[src/rtl/game_flow_ctrl_if.sv]
// Control bundle between the game sequencer and the key/player side.
// The slave modport is the sequencer's view; the master modport drives keys and status.
interface game_flow_ctrl_if;
  logic       key_up;
  logic       key_down;
  logic       key_speed;
  logic       key_confirm;
  logic       key_back;
  logic       failed;
  logic       song_done;
  logic       in_animate_area;
  logic       animate_finish;
  logic       menu_enabled;
  logic       new_signal;
  logic       animate_pixel_disabled;
  logic       reset_restartable;
  logic       play_game_out;
  logic [1:0] song;
  logic [2:0] speed;
  logic       result_won;
  logic [2:0] state_dbg;

  modport slave (
    input  key_up, key_down, key_speed, key_confirm, key_back,
    input  failed, song_done, in_animate_area, animate_finish,
    output menu_enabled, new_signal, animate_pixel_disabled,
    output reset_restartable, play_game_out, song, speed, result_won, state_dbg
  );

  modport master (
    output key_up, key_down, key_speed, key_confirm, key_back,
    output failed, song_done, in_animate_area, animate_finish,
    input  menu_enabled, new_signal, animate_pixel_disabled,
    input  reset_restartable, play_game_out, song, speed, result_won, state_dbg
  );
endinterface

[src/rtl/game_flow_ctrl.sv]
// Game sequencer: menu -> intro -> arm -> play -> result -> retry/menu.
// All outputs are registered from the next-state decode so they change on the entering edge.
module game_flow_ctrl #(
  parameter int NUM_SONGS   = 4,
  parameter int SPEED_MAX   = 7,
  parameter int RST_PULSE   = 4,
  parameter int RESULT_HOLD = 250000000
) (
  input  logic          i_clk,
  input  logic          i_reset_out,
  game_flow_ctrl_if.slave io_gf
);
  localparam logic [2:0] ST_MENU   = 3'd0;
  localparam logic [2:0] ST_INTRO  = 3'd1;
  localparam logic [2:0] ST_ARM    = 3'd2;
  localparam logic [2:0] ST_PLAY   = 3'd3;
  localparam logic [2:0] ST_RESULT = 3'd4;

  localparam int CNT_MAX = (RESULT_HOLD > RST_PULSE) ? RESULT_HOLD : RST_PULSE;
  localparam int CNT_W   = $clog2(CNT_MAX) + 1;

  localparam logic [CNT_W-1:0] ARM_LAST  = CNT_W'(RST_PULSE - 1);
  localparam logic [CNT_W-1:0] HOLD_LAST = CNT_W'(RESULT_HOLD - 1);
  localparam logic [1:0]       SONG_LAST = 2'(NUM_SONGS - 1);
  localparam logic [2:0]       SPD_LAST  = 3'(SPEED_MAX);

  logic [2:0]       r_state;
  logic [CNT_W-1:0] r_cnt;
  logic [1:0]       r_song;
  logic [2:0]       r_speed;
  logic             r_won;
  logic             r_menu_en;
  logic             r_new_sig;
  logic             r_apd;
  logic             r_rst_rs;
  logic             r_play;

  logic [2:0] w_nxt;
  logic [1:0] w_song;
  logic [2:0] w_speed;
  logic       w_won;

  always_comb begin
    w_nxt   = ST_MENU;
    w_song  = r_song;
    w_speed = r_speed;
    w_won   = r_won;
    case (r_state)
      ST_MENU: begin
        if (io_gf.key_confirm) begin
          w_nxt = ST_INTRO;
        end else begin
          w_nxt = ST_MENU;
          if (io_gf.key_up && !io_gf.key_down)
            w_song = (r_song == SONG_LAST) ? 2'd0 : r_song + 2'd1;
          else if (io_gf.key_down && !io_gf.key_up)
            w_song = (r_song == 2'd0) ? SONG_LAST : r_song - 2'd1;
          if (io_gf.key_speed)
            w_speed = (r_speed >= SPD_LAST) ? 3'd1 : r_speed + 3'd1;
        end
      end
      ST_INTRO: begin
        // r_new_sig is high exactly in the first INTRO cycle, where finish is not yet trusted
        if (io_gf.key_back)                         w_nxt = ST_MENU;
        else if (io_gf.animate_finish && !r_new_sig) w_nxt = ST_ARM;
        else                                        w_nxt = ST_INTRO;
      end
      ST_ARM: w_nxt = (r_cnt == ARM_LAST) ? ST_PLAY : ST_ARM;
      ST_PLAY: begin
        if (io_gf.song_done) begin
          w_nxt = ST_RESULT;
          w_won = 1'b1;
        end else if (io_gf.failed) begin
          w_nxt = ST_RESULT;
          w_won = 1'b0;
        end else if (io_gf.key_back) begin
          w_nxt = ST_MENU;
        end else begin
          w_nxt = ST_PLAY;
        end
      end
      ST_RESULT: begin
        if (io_gf.key_confirm)                          w_nxt = ST_ARM;
        else if (io_gf.key_back || r_cnt == HOLD_LAST)  w_nxt = ST_MENU;
        else                                            w_nxt = ST_RESULT;
      end
      default: w_nxt = ST_MENU;
    endcase
  end

  always_ff @(posedge i_clk) begin
    if (i_reset_out) begin
      r_state   <= ST_MENU;
      r_cnt     <= '0;
      r_song    <= 2'd0;
      r_speed   <= 3'd1;
      r_won     <= 1'b0;
      r_menu_en <= 1'b1;
      r_new_sig <= 1'b0;
      r_apd     <= 1'b0;
      r_rst_rs  <= 1'b0;
      r_play    <= 1'b0;
    end else begin
      r_state   <= w_nxt;
      r_song    <= w_song;
      r_speed   <= w_speed;
      r_won     <= w_won;
      r_menu_en <= (w_nxt == ST_MENU);
      r_new_sig <= (w_nxt == ST_INTRO) && (r_state != ST_INTRO);
      r_apd     <= (w_nxt == ST_INTRO) && io_gf.in_animate_area;
      r_rst_rs  <= (w_nxt == ST_ARM);
      r_play    <= (w_nxt == ST_PLAY);
      // Restart on every state change, so ARM and RESULT each count from 0 on entry
      if (w_nxt != r_state)
        r_cnt <= '0;
      else if (r_state == ST_ARM || r_state == ST_RESULT)
        r_cnt <= r_cnt + 1'b1;
    end
  end

  assign io_gf.menu_enabled           = r_menu_en;
  assign io_gf.new_signal             = r_new_sig;
  assign io_gf.animate_pixel_disabled = r_apd;
  assign io_gf.reset_restartable      = r_rst_rs;
  assign io_gf.play_game_out          = r_play;
  assign io_gf.song                   = r_song;
  assign io_gf.speed                  = r_speed;
  assign io_gf.result_won             = r_won;
  assign io_gf.state_dbg              = r_state;
endmodule

[src/flat_wrapper.sv]
// flat-port wrapper written by rule: the top's interface ports become plain ports
module game_flow_ctrl_flat 
#(
  parameter int NUM_SONGS   = 4,
  parameter int SPEED_MAX   = 7,
  parameter int RST_PULSE   = 4,
  parameter int RESULT_HOLD = 250000000
)
  (i_clk, i_reset_out, io_gf_key_up, io_gf_key_down, io_gf_key_speed, io_gf_key_confirm, io_gf_key_back, io_gf_failed, io_gf_song_done, io_gf_in_animate_area, io_gf_animate_finish, io_gf_menu_enabled, io_gf_new_signal, io_gf_animate_pixel_disabled, io_gf_reset_restartable, io_gf_play_game_out, io_gf_song, io_gf_speed, io_gf_result_won, io_gf_state_dbg);
  game_flow_ctrl_if io_gf_i ();
  input  logic i_clk;
  input  logic i_reset_out;
  input wire logic [$bits(io_gf_i.key_up)-1:0] io_gf_key_up;
  input wire logic [$bits(io_gf_i.key_down)-1:0] io_gf_key_down;
  input wire logic [$bits(io_gf_i.key_speed)-1:0] io_gf_key_speed;
  input wire logic [$bits(io_gf_i.key_confirm)-1:0] io_gf_key_confirm;
  input wire logic [$bits(io_gf_i.key_back)-1:0] io_gf_key_back;
  input wire logic [$bits(io_gf_i.failed)-1:0] io_gf_failed;
  input wire logic [$bits(io_gf_i.song_done)-1:0] io_gf_song_done;
  input wire logic [$bits(io_gf_i.in_animate_area)-1:0] io_gf_in_animate_area;
  input wire logic [$bits(io_gf_i.animate_finish)-1:0] io_gf_animate_finish;
  output wire logic [$bits(io_gf_i.menu_enabled)-1:0] io_gf_menu_enabled;
  output wire logic [$bits(io_gf_i.new_signal)-1:0] io_gf_new_signal;
  output wire logic [$bits(io_gf_i.animate_pixel_disabled)-1:0] io_gf_animate_pixel_disabled;
  output wire logic [$bits(io_gf_i.reset_restartable)-1:0] io_gf_reset_restartable;
  output wire logic [$bits(io_gf_i.play_game_out)-1:0] io_gf_play_game_out;
  output wire logic [$bits(io_gf_i.song)-1:0] io_gf_song;
  output wire logic [$bits(io_gf_i.speed)-1:0] io_gf_speed;
  output wire logic [$bits(io_gf_i.result_won)-1:0] io_gf_result_won;
  output wire logic [$bits(io_gf_i.state_dbg)-1:0] io_gf_state_dbg;
  assign io_gf_i.key_up = io_gf_key_up;
  assign io_gf_i.key_down = io_gf_key_down;
  assign io_gf_i.key_speed = io_gf_key_speed;
  assign io_gf_i.key_confirm = io_gf_key_confirm;
  assign io_gf_i.key_back = io_gf_key_back;
  assign io_gf_i.failed = io_gf_failed;
  assign io_gf_i.song_done = io_gf_song_done;
  assign io_gf_i.in_animate_area = io_gf_in_animate_area;
  assign io_gf_i.animate_finish = io_gf_animate_finish;
  assign io_gf_menu_enabled = io_gf_i.menu_enabled;
  assign io_gf_new_signal = io_gf_i.new_signal;
  assign io_gf_animate_pixel_disabled = io_gf_i.animate_pixel_disabled;
  assign io_gf_reset_restartable = io_gf_i.reset_restartable;
  assign io_gf_play_game_out = io_gf_i.play_game_out;
  assign io_gf_song = io_gf_i.song;
  assign io_gf_speed = io_gf_i.speed;
  assign io_gf_result_won = io_gf_i.result_won;
  assign io_gf_state_dbg = io_gf_i.state_dbg;
  game_flow_ctrl #(.NUM_SONGS(NUM_SONGS), .SPEED_MAX(SPEED_MAX), .RST_PULSE(RST_PULSE), .RESULT_HOLD(RESULT_HOLD)) u_core (.i_clk(i_clk), .i_reset_out(i_reset_out), .io_gf(io_gf_i));
endmodule
[config.mk]
export PLATFORM = sky130hd
export DESIGN_NAME = game_flow_ctrl_flat
export DESIGN_NICKNAME = d
export VERILOG_FILES = /design/src/rtl/game_flow_ctrl_if.sv /design/src/rtl/game_flow_ctrl.sv /design/src/flat_wrapper.sv
export SDC_FILE = /design/constraint.sdc
export NUM_CORES = 1
export LEC_CHECK = 0
export ABC_AREA = 1
export CORE_MARGIN = 2
export CORE_UTILIZATION = 51
export DETAILED_ROUTE_END_ITERATION = 12
export PLACE_DENSITY = 0.79
export SLEW_MARGIN = 20
export SYNTH_ARGS = -nofsm -noshare
export SYNTH_HDL_FRONTEND = slang
export SYNTH_SLANG_ARGS = --single-unit
[constraint.sdc]
create_clock -name i_clk -period 1.61 [get_ports i_clk]
set_input_delay 0.322 -clock i_clk [delete_from_list [all_inputs] [get_ports i_clk]]
set_output_delay 0.322 -clock i_clk [all_outputs]
set_load 0.01 [all_outputs]
* After elaboration in Yosys (flattened, before gate mapping)
Cells that the tools add are included.
Cells by class: add/subtract/negate cells 4, order comparisons 1, equality and inequality tests 12, multiplexer cells 17, bitwise operators 1, reductions and logical operators 19
Operators by type and width (count):
- adder 29 x 1 -> 29 bit (second input constant) | 1
- equality test 29 x 2 -> 1 bit (second input constant) | 1
- equality test 29 x 28 -> 1 bit (second input constant) | 1
- two-way mux 3 bit | 6
- one-hot mux 3 bit (5 select lines) | 1
- equality test 3 x 2 -> 1 bit (second input constant) | 4
- two-way mux 2 bit | 6
- equality test 3 x 1 -> 1 bit (second input constant) | 2
- logical NOT 3 bit | 2
- AND reduction 3 bit | 2
- logical AND 1 bit | 5
- two-way mux 1 bit | 4
- nonzero test 2 bit | 2
- adder 3 x 1 -> 3 bit (second input constant) | 1
- equality test 3 bit (second input constant) | 1
- >= comparator 3 bit (second input constant) | 1
- logical NOT 1 bit | 3
- inequality test 3 x 1 -> 1 bit (second input constant) | 1
- inequality test 3 bit | 1
- adder 2 x 1 -> 2 bit (second input constant) | 1
- equality test 2 bit (second input constant) | 1
- logical NOT 2 bit | 1
- logical OR 1 bit | 2
- AND reduction 2 bit | 1
- other kinds (3) | 3
Storage, ports and cells: flip-flop bits (word level) 43, bits of input ports 11, output and inout bits 14

* Longest topological paths before layout
depth in word-level cells 7, depth in mapped cells 12, gate-level depth less buffers 10

* Least setup slack after synthesis
Ideal clock, no wire load.
path type reg2reg, from register u_core.r_cnt[0], to register u_core.r_cnt[16], library setup time 120 ps, data arrival time 1471 ps, required time 1490 ps, setup slack 19 ps, cell stages (with the launch flop) 8, path buffers 0, period minus slack after synthesis 1591 ps, cells stage by stage dfxtp_1 > ha_1 > nand2_1 > nor3_2 > nand4_1 > nor2_1 > xor2_1 > nor2_4
On the way: word-level cells in the longest chain between the ends 7, elaborated cells on any way between the ends 10, those cells by class add/sub (1); eq/ne (3); mux (4); reduce/logical (2)
Ends and longest elaborated chain:
- start, declared | line game_flow_ctrl.sv:28 | logic [CNT_W-1:0] r_cnt;
- start signal, assigned | line game_flow_ctrl.sv:117 | r_cnt <= r_cnt + 1'b1;
- equality test 29 x 28 -> 1 bit | line game_flow_ctrl.sv:84 | else if (io_gf.key_back || r_cnt == HOLD_LAST) w_nxt = ST_MENU;
- logical OR 1 bit | line game_flow_ctrl.sv:84
- two-way mux 3 bit | line game_flow_ctrl.sv:84
- two-way mux 3 bit | line game_flow_ctrl.sv:83 | if (io_gf.key_confirm) w_nxt = ST_ARM;
- one-hot mux 3 bit (5 select lines) | line game_flow_ctrl.sv:48 | case (r_state)
- inequality test 3 bit | line game_flow_ctrl.sv:114 | if (w_nxt != r_state)
- OR reduction 2 bit (no source line)
Parallel ways exist; a longest one is shown, timed or not. A chain may end at the register's enable or synchronous reset.

* Final worst setup path
from register u_core.r_cnt[1], to register u_core.r_cnt[18]
Same word-level chain as after synthesis.

==> impl_summary.log <==
[metrics] outcome: finished, violations left
[metrics] violated checks: setup timing
[metrics] leakage: 1.46 nW
[metrics] critical path cell sequence: ha_4 > nand2_4 > inv_2 > nand3_1 > nor2_1 > nand2_1 > nand2_1 > nand3_2 > nand4_4 > buf_6 > buf_16 > nor2_4
[metrics] Peak Freq: 582 MHz
[metrics] DRC violation total after the first TritonRoute iteration: 241
[metrics] DRT Wirelength: 7.33 mm
[metrics] post-synthesis sequential area ratio: 33.5%
[metrics] classification of the worst-slack hold path: reg2reg
[metrics] Final period util: 107%
[metrics] Internal Dissipation: 0.00188 W
[metrics] Switching Share: 24.3%
[metrics] proportion of power drawn by the clock network: 41.3%
[metrics] Core Rows: 25
[metrics] cts bufs inserted: 5
[metrics] buffer cell driving the clock tree root: sky130_fd_sc_hd__clkbuf_8
[metrics] total non-filler cell area in the finished layout: 3610 um2
[metrics] Max-slew headroom: 76.6%
[metrics] Reg clk slew, reported paths: 0.09 ns
[metrics] relative contribution of sequential cells to total power: 44.4%
[metrics] Syn-to-layout area delta: 40.8%
[metrics] number of vias per cell: 5.16
[metrics] Die Footprint: 5620 um2
[metrics] startpoint class of the critical path: register
[metrics] clock network latency to the later pin of the worst-skew pair: 0.30 ns
[metrics] Antenna Cells: 0
[metrics] crit-path most repeated cell: sky130_fd_sc_hd__nand2_1
[metrics] wire length of the first global-routing pass: 11.8 mm
[metrics] Final Max Tran Viols: 0
[metrics] Power Total: 0.00248 W
[metrics] worst slew pin tran: 0.348 ns
[metrics] starting utilization of the core area: 53.6%
[metrics] most frequently used flop master after synthesis: sky130_fd_sc_hd__dfxtp_1
[metrics] count of unresolved DRC violations after routing: 0
[metrics] via count: 2706
[metrics] largest fanout on the critical path: 6
[metrics] total routing usage reported by global routing: 27.5%
[metrics] number of clock sinks: 43
[metrics] H-tree levels: 2
[metrics] share of total power in combinational logic: 14.3%
[metrics] post-route core utilization: 75.5%
[metrics] Final Skew: 0.00795 ns
[metrics] total of buffers placed on input and output ports: 24
[metrics] cell family contributing the most delay on the critical path: simple AND/OR/NAND/NOR gates
[metrics] number of cells produced by synthesis: 386
[metrics] largest net degree at the start of global routing: 15
[metrics] post-route antenna net violation count: 0
[metrics] synthesized area divided by synthesized cell count: 6.65 um2
[metrics] CP Buf/Inv Count: 3
[metrics] average wire per cell in the routed design: 14.0 um
[metrics] Setup-failing EPs final: 28
[metrics] via count of the first global-routing pass: 2679
[metrics] post-layout min period: 1.72 ns
[metrics] Max stage delay cell, worst path: sky130_fd_sc_hd__dfxtp_4
[metrics] final hold violation count: 0
[metrics] Post-DP Area: 3150 um2
[metrics] leading cell types in the layout, fill and taps excluded: 87 x sky130_fd_sc_hd__nand2_1, 58 x sky130_fd_sc_hd__inv_1, 53 x sky130_fd_sc_hd__nor2_1, 37 x sky130_fd_sc_hd__buf_4, 34 x sky130_fd_sc_hd__dfxtp_1
[metrics] largest buffer count on any clock path: 2
[metrics] Post-DP HPWL: 4.76 mm
[metrics] CP endpoint kind: register
[metrics] number of search-and-repair iterations in the first detailed-routing pass: 4
[metrics] worst-case vdd ir drop: 0.000541 V
[metrics] number of warnings reported in the yosys synthesis log: 0
[metrics] placeable core region: 4790 um2
[metrics] proportion of synthesized flip-flops having asynchronous set or reset: 0%
[metrics] total power per unit cell area: 686 nW/um2
[metrics] routability-driven placement congestion ratio: 0.891
[metrics] required time worst endpoint: 1.81 ns
[metrics] number of antenna violations at the first check in global routing: 0
[metrics] CP Class: reg2reg
[metrics] net total in the final layout: 473
[metrics] distinct cell type count of the synthesized netlist: 32
[metrics] largest stage delay on the critical path: 0.37 ns
[metrics] setup repair after global routing missed its margin: yes
[metrics] Die X-Extent: 75.0 um
[metrics] total gr overflow: 0
[metrics] number of nets in the synthesized netlist: 403
[metrics] IO Count: 25
[metrics] vertical die dimension: 75.0 um
[metrics] reported max-cap violation count: 0
[metrics] CTS tree: built
[metrics] switching component of the power: 0.000601 W
[metrics] synthesis-stage register bit count: 43
[metrics] Final Worst Setup Slack: -0.108 ns
[metrics] Post-Synthesis Cell Area: 2570 um2
[metrics] Post-synth EDFFs: 0
[metrics] share of final-layout standard cells stronger than drive strength 1: 28.0%
[metrics] WP data arrival: 1.92 ns
[metrics] most common library cell in the layout ignoring fill and taps: sky130_fd_sc_hd__nand2_1
==> power groups by stage <==
stage / Sequential [W] / Clock, W / Combinational (W)
after floorplan: 0.00113 / 0 / 0.000139
after global placement: 0.00113 / 0 / 0.000268
after detailed placement: 0.00113 / 0 / 0.000277
after CTS: 0.00110 / 0.00102 / 0.000373
after global routing: 0.00110 / 0.00107 / 0.000379
final: 0.00110 / 0.00102 / 0.000355
==> layout make-up <==
class | instances | area [um2]
flip-flops and latches | 43 | 877
fillers | 329 | 1170
repair buffers | 68 | 647
clock buffers | 5 | 68.8
well taps | 67 | 83.8
clock inverters | 3 | 67.6
multi-input cells | 276 | 1640
inverters | 62 | 233
==> through the flow <==
stage               instances  setup TNS [ns]  setup WS [ns]  hold WS [ns]
floorplan                 386               0         0.0187         0.460
global placement          509           -6.11         -0.210         0.450
detailed placement        509           -7.92         -0.295         0.463
CTS                       524           -1.34        -0.0699         0.480
global route              524           -3.41         -0.163         0.506
finish                    524           -1.77         -0.108         0.474
==> timing repair <==
item                       4_1_cts  5_1_grt
resized for setup               34       44
setup buffers                    4        2
hold buffers                     0        0
pin swaps                        1        9
gates cloned                     3        0
setup endpoints to repair       32       35
==> synth_stat cells, types with 2 or more instances <==
library cell               n  area, um2
sky130_fd_sc_hd__nand4_2   2       25.0
sky130_fd_sc_hd__nand4_1   5       31.3
sky130_fd_sc_hd__nor4_1    3       18.8
sky130_fd_sc_hd__ha_1      6       75.1
sky130_fd_sc_hd__nor2_1   79        297
sky130_fd_sc_hd__nand2_1  93        349
sky130_fd_sc_hd__o21ai_0   8       40.0
sky130_fd_sc_hd__nor2_2    3       18.8
sky130_fd_sc_hd__xor2_1   22        193
sky130_fd_sc_hd__inv_2     2       7.51
sky130_fd_sc_hd__a21oi_1  11       55.1
sky130_fd_sc_hd__nand3_1  16       80.1
sky130_fd_sc_hd__nor3_2    2       20.0
sky130_fd_sc_hd__dfxtp_1  43        861
sky130_fd_sc_hd__nand3_2   2       20.0
sky130_fd_sc_hd__nor3_1    4       20.0
sky130_fd_sc_hd__nand2_2   2       12.5
sky130_fd_sc_hd__nor2_4   10        113
sky130_fd_sc_hd__inv_1    60        225
==> metal layers <==
layer | routed length, um | vias up | GRT usage [%]
met5 | 0 | - | 0
met4 | 212 | 0 | 12.3
met3 | 525 | 28 | 7.36
met2 | 3720 | 120 | 48.1
met1 | 2880 | 1244 | 31.2
li1 | - | 1314 | -
==> state kept, by name, summed over array words and instances (netlist names) <==
name	flops
u_core.r_cnt	29
u_core.io_gf.speed	3
u_core.io_gf.animate_pixel_disabled	1
u_core.io_gf.new_signal	1
u_core.io_gf.song	2
u_core.io_gf.play_game_out	1
u_core.io_gf.menu_enabled	1
u_core.io_gf.reset_restartable	1
u_core.io_gf.result_won	1
u_core.io_gf.state_dbg	3
==> worst reg2reg max path, cell delays in order, from the launching register on <==
cell and delay (ns):
sky130_fd_sc_hd__dfxtp_4 0.37, sky130_fd_sc_hd__ha_4 0.16, sky130_fd_sc_hd__nand2_4 0.07, sky130_fd_sc_hd__inv_2 0.08, sky130_fd_sc_hd__nand3_1 0.06, sky130_fd_sc_hd__nor2_1 0.10, sky130_fd_sc_hd__nand2_1 0.09, sky130_fd_sc_hd__nand2_1 0.10
sky130_fd_sc_hd__nand3_2 0.10, sky130_fd_sc_hd__nand4_4 0.15, sky130_fd_sc_hd__buf_6 0.14, sky130_fd_sc_hd__buf_16 0.15, sky130_fd_sc_hd__nor2_4 0.04
==> kinds of logic (layout without fill, tap and decap cells) <==
kind of cell    after synthesis  in the layout  synth area share [%]
simple gates                222            222                  39.4
mux                           1              1                 0.439
buf+inv                      67            138                  10.8
compound gates               24             24                  5.12
flops                        43             43                  33.5
xor+xnor                     23             23                  7.85
fa+ha+maj                     6              6                  2.92
==> final timing paths <==
| check | end | cells after the start | slack (ns) | startpoint |
|---|---|---|---|---|
| max | u_core.r_cnt[18] | 12 | -0.11 | u_core.r_cnt[1] |
| min reg2reg | u_core.io_gf.result_won | 2 | 0.47 | u_core.io_gf.result_won |
| min | u_core.io_gf.result_won | 2 | 0.47 | u_core.io_gf.result_won |
| max reg2reg | u_core.r_cnt[18] | 12 | -0.11 | u_core.r_cnt[1] |
Note: power is estimated with default switching activity, not from simulation.
